## src/rtl/middle_square_prng.sv

```systemverilog
// Registered middle-square generator with valid/ready output, seed load, saturating
// transfer counter and sticky degeneracy flag. Define MIDSQ_WEYL_EN to add a Weyl accumulator.
module middle_square_prng #(
    parameter int unsigned             WIDTH       = 32,
    parameter int unsigned             COUNT_WIDTH = 16,
    parameter logic [WIDTH-1:0]        WEYL_INC    = WIDTH'(32'hB5AD4ECB)
) (
    input  logic                   clk,
    input  logic                   reset,
    input  logic                   seedLoad,
    input  logic [WIDTH-1:0]       seed,
    input  logic                   randomReady,
    output logic                   randomValid,
    output logic [WIDTH-1:0]       generatedRandom,
    output logic [COUNT_WIDTH-1:0] randomCount,
    output logic                   degenerate
);

    localparam logic [1:0] IDLE    = 2'd0;
    localparam logic [1:0] COMPUTE = 2'd1;
    localparam logic [1:0] VALID   = 2'd2;

    logic [1:0]             state_q, state_d;
    logic [WIDTH-1:0]       s_q, s_d;
    logic [WIDTH-1:0]       out_q, out_d;
    logic                   valid_q, valid_d;
    logic [COUNT_WIDTH-1:0] cnt_q, cnt_d;
    logic                   degen_q, degen_d;

    logic [WIDTH/2-1:0]     mid;
    logic [WIDTH-1:0]       sq;
    logic [WIDTH-1:0]       next;
    logic                   step;

    assign mid = s_q[3*WIDTH/4-1 : WIDTH/4];
    assign sq  = WIDTH'(mid) * WIDTH'(mid);

`ifdef MIDSQ_WEYL_EN
    logic [WIDTH-1:0] w_q, w_d;
    logic [WIDTH-1:0] w_step;

    assign w_step = w_q + WEYL_INC;
    assign next   = sq + w_step;
`else
    logic unused_weyl_inc;

    assign unused_weyl_inc = ^WEYL_INC;
    assign next            = sq;
`endif

    always_comb begin
        state_d = state_q;
        s_d     = s_q;
        out_d   = out_q;
        valid_d = valid_q;
        cnt_d   = cnt_q;
        degen_d = degen_q;
        step    = 1'b0;
`ifdef MIDSQ_WEYL_EN
        w_d     = w_q;
`endif

        if (seedLoad) begin
            // Restart wins over any handshake this cycle: advance discarded, counter cleared.
            state_d = COMPUTE;
            s_d     = seed;
            valid_d = 1'b0;
            cnt_d   = '0;
            degen_d = 1'b0;
`ifdef MIDSQ_WEYL_EN
            w_d     = '0;
`endif
        end else begin
            case (state_q)
                IDLE: ;
                COMPUTE: begin
                    step    = 1'b1;
                    valid_d = 1'b1;
                    state_d = VALID;
                end
                VALID: begin
                    if (valid_q && randomReady) begin
                        step = 1'b1;
                        if (cnt_q != '1) begin
                            cnt_d = cnt_q + 1'b1;
                        end
                    end
                end
                default: state_d = IDLE;
            endcase
        end

        if (step) begin
            s_d     = next;
            out_d   = next;
            degen_d = degen_q | (mid == '0);
`ifdef MIDSQ_WEYL_EN
            w_d     = w_step;
`endif
        end
    end

    always_ff @(posedge clk) begin
        if (reset) begin
            state_q <= IDLE;
            s_q     <= '0;
            out_q   <= '0;
            valid_q <= 1'b0;
            cnt_q   <= '0;
            degen_q <= 1'b0;
`ifdef MIDSQ_WEYL_EN
            w_q     <= '0;
`endif
        end else begin
            state_q <= state_d;
            s_q     <= s_d;
            out_q   <= out_d;
            valid_q <= valid_d;
            cnt_q   <= cnt_d;
            degen_q <= degen_d;
`ifdef MIDSQ_WEYL_EN
            w_q     <= w_d;
`endif
        end
    end

    assign randomValid     = valid_q;
    assign generatedRandom = out_q;
    assign randomCount     = cnt_q;
    assign degenerate      = degen_q;

endmodule
```

## config.mk

```make
export PLATFORM = sky130hd
export DESIGN_NAME = middle_square_prng
export DESIGN_NICKNAME = d
export VERILOG_FILES = /design/src/rtl/middle_square_prng.sv
export SDC_FILE = /design/constraint.sdc
export NUM_CORES = 1
export LEC_CHECK = 0
export CORE_MARGIN = 10
export CORE_UTILIZATION = 60
export CTS_CLUSTER_SIZE = 20
export DETAILED_ROUTE_END_ITERATION = 7
export PLACE_DENSITY = 0.89
export SYNTH_ARGS = -nofsm -noshare
export SYNTH_HDL_FRONTEND = slang
export SYNTH_SLANG_ARGS = --single-unit
```

## constraint.sdc

```tcl
create_clock -name clk -period 10.6 [get_ports clk]
set_clock_uncertainty 0.05 [all_clocks]
set_input_delay 1.59 -clock clk [delete_from_list [all_inputs] [get_ports clk]]
set_output_delay 1.59 -clock clk [all_outputs]
set_load 0.005 [all_outputs]
```

==> flow_summary_export.csv <==
group,metric,value,unit
clock_tree,cts_tree,"yes",
sta,slew_headroom,0.326,
synth,ys_ff_latch,67,
cells_and_area,multi_input_area,7580,µm²
floorplan,io_pins,86,
power_and_ir_drop,vdd_drop_max,0.119,mV
min_path,hp-class,"reg2reg",
setup_path,critPathKind,"reg2reg",
route,routed_wl,25100,µm
route,drt-pass1-iter-count,5,
synth,synth.yosys.seq_area_share,0.133,
grt,grt_max_degree,37,
clock_tree,cts_root_buf,"clkbuf_16",
grt,grt_pass1_vias,8768,
sta,hold_viol,0,
clock_tree,cts_buffers,9,
clock_tree,post_cts_resized,0,
route,drt_iter0_markers,601,
clock_tree,cts_hold_buf,0,
floorplan,initial_core_util,0.609,
power_and_ir_drop,p_total,1.17,mW
clock_tree,cts-htree-levels,3,
synth,synthCells,1178,
synth,syn_nets,1481,
floorplan,coreArea,16500,µm²
cells_and_area,fillers,1225,
power_and_ir_drop,p_leak,5.77,nW
route,vias_per_cell,5.60,
floorplan,die_h,150,µm
sta,final.period_utilization,0.650,
setup_path,cp_data_required_time,10.74,ns
synth,synth_area,10100,µm²
place,gp_congestion,0.932,
cells_and_area,num-nets-final,1517,
synth,yosysTopAreaCellShare,0.322,
floorplan,die-area,22400,µm²
synth,syn_area_per_cell,8.55,µm²
sta,fin_hold_ws,0.392,ns
synth,ys_warn_count,0,
grt,antenna_found_initial,0,
cells_and_area,drive_gt1_frac,0.0345,
floorplan,die_w,150,µm
synth,ys.flop_type,"dfxtp_1",
cells_and_area,seq_area,1340,µm²
clock_tree,clock_latency,0.33,ns
route,vias,8061,
synth,ys_top_cells_by_area,"fa_1 (32%), dfxtp_1 (13%), ha_1 (13%)",
sta,setup_violations,0,
route,drt-wirelength-per-cell,17.5,µm
clock_tree,cts_buffer_depth,2,
setup_path,critPathMaxFanout,15,
sta,setup_slack,3.71,ns
grt,gr-total-overflow,0,
sta,tightest_slew,1.01,ns
place,dp_hpwl,19500,µm
place,place_ws,3.82,ns
outcome,status,"completed",
synth,ys_types,58,
floorplan,row_count,47,
sta,min_period,6.89,ns
cells_and_area,n_antenna_cell,0,
clock_tree,clk_pin_slew_worst_paths,0.06,ns
route,drc,0,
job,cap_viol_max_count,0,
power_and_ir_drop,power_density,105,nW/µm²
clock_tree,clock_sink_count,67,
clock_tree,cts_setup_buffers,0,
sta,rsz0062_at_grt,"no",
cells_and_area,syn_to_final_growth,10.9,%
sta,fin_tns_setup,0,ns
setup_path,start_kind,"flop",
sta,max_freq,145,MHz
setup_path,end_kind,"flop",
synth,synth_top_area_cell,"fa_1",
setup_path,crit_arrival,7.02,ns
synth,ys_async_sr_fraction,0,
grt,grt_pass1_wl,42600,µm
sta,drv_slew,0,
place,numPortBuffers,68,
route,antenna_left,0,
grt,groute.usage.overall,0.234,
synth,synth_edf_count,0,
## kinds of logic after synthesis
group	count (synthesis)	synth area share
buffers and inverters	304	0.114
AOI/OAI and AO/OA	165	0.104
adders and majority gates	267	0.452
other	1	0.000372
DFF	67	0.133
and+or+nand+nor	323	0.150
muxes	5	0.00522
xor gates and xnor gates	46	0.0400
## cell usage after synthesis, drive strengths merged (2+ instances only)
master	count
inv	253
fa	162
nand2	147
ha	105
dfxtp	67
nor2	59
a21oi	55
clkbuf	47
and2	42
o21ai	42
xnor2	25
a21o	21
xor2	21
and3	14
nand3	11
a211oi	10
nand4	10
a31oi	7
nand2b	7
nor2b	7
nor3	6
a221oi	4
buf	4
nor4	4
o31ai	4
or3	4
a31o	3
and4	3
mux2i	3
o211ai	3
o21a	3
a21boi	2
a311oi	2
mux2	2
nand3b	2
nor3b	2
o21bai	2
or2	2
## where the power goes
group / switching [mW] / internal [mW]
Combinational: 0.362 / 0.233
Clock: 0.123 / 0.162
Sequential: 0.0296 / 0.261
## state kept, by name (all words and copies together), names as in the netlist
signal	cells
degenerate	1
randomValid	1
generatedRandom	31
state_q	2
randomCount	16
s_q	16
## through the flow
stage | cell area [µm²] | utilization | std cells
after floorplan | 10100 | - | 1178
after global placement | 10900 | 0.659 | 1423
after detailed placement | 10900 | 0.659 | 1423
after CTS | 11200 | 0.676 | 1439
after global routing | 11200 | 0.676 | 1439
final | 11200 | 0.676 | 1439
## worst paths after layout
kind | end | slack, ns | cells after the start | startpoint
max | generatedRandom[30]$_SDFFE_PP0P_ | 3.71 | 21 | s_q[11]$_SDFFE_PP0P_
min reg2reg | generatedRandom[23]$_SDFFE_PP0P_ | 0.39 | 2 | generatedRandom[23]$_SDFFE_PP0P_
min | generatedRandom[23]$_SDFFE_PP0P_ | 0.39 | 2 | generatedRandom[23]$_SDFFE_PP0P_
max reg2reg | generatedRandom[30]$_SDFFE_PP0P_ | 3.71 | 21 | s_q[11]$_SDFFE_PP0P_
## cell usage in the layout, fill, tap and decap left out, types with 3 or more instances in the layout
cell type        count
a31oi_1              7
a211oi_1             8
clkdlybuf4s50_1     68
inv_6                4
or3_1                4
nor2b_1              7
buf_4                8
a21o_1              21
mux2i_1              3
and4_1               3
inv_1              253
nor3_1               5
nand2b_1             7
and3_1              14
fa_1               162
nor4_1               4
nand3_1             11
nand4_1              9
xor2_1              21
a31o_2               3
ha_1               105
o21a_1               3
o21ai_1             12
clkbuf_16            9
nand2_1            147
o21ai_0             30
a21oi_1             55
xnor2_1             25
dfxtp_1             67
nor2_1              59
and2_1              42
a221oi_1             3
## layout make-up
class,count,share of cell area
timing repair buffer,76,0.0663
tap,220,0.0246
clock buffer,9,0.0202
sequential,67,0.120
clock inverter,7,0.00526
multi-input combinational,807,0.679
inverter,253,0.0850
## layer usage
metal / global-route usage / share of wire / up-vias
met4: 0.0736 / 0.025 / 0
li1: - / - / 3739
met3: 0.0550 / 0.088 / 61
met2: 0.405 / 0.49 / 329
met1: 0.280 / 0.39 / 3932
met5: 0 / 0 / -
## critical path: stages (launching register included)
cell      delay, ns
dfxtp_1        0.80
inv_1          0.36
nor2_1         0.26
ha_1           0.30
xor2_1         0.20
fa_1           0.54
inv_1          0.05
fa_1           0.48
fa_1           0.50
fa_1           0.49
inv_1          0.05
fa_1           0.49
inv_1          0.05
ha_1           0.35
a21o_1         0.23
a31oi_1        0.25
o221ai_1       0.18
a311oi_1       0.34
o41ai_2        0.18
a221oi_2       0.28
xor2_1         0.20
o21ai_1        0.08
Note: power is estimated with default switching activity, not from simulation.
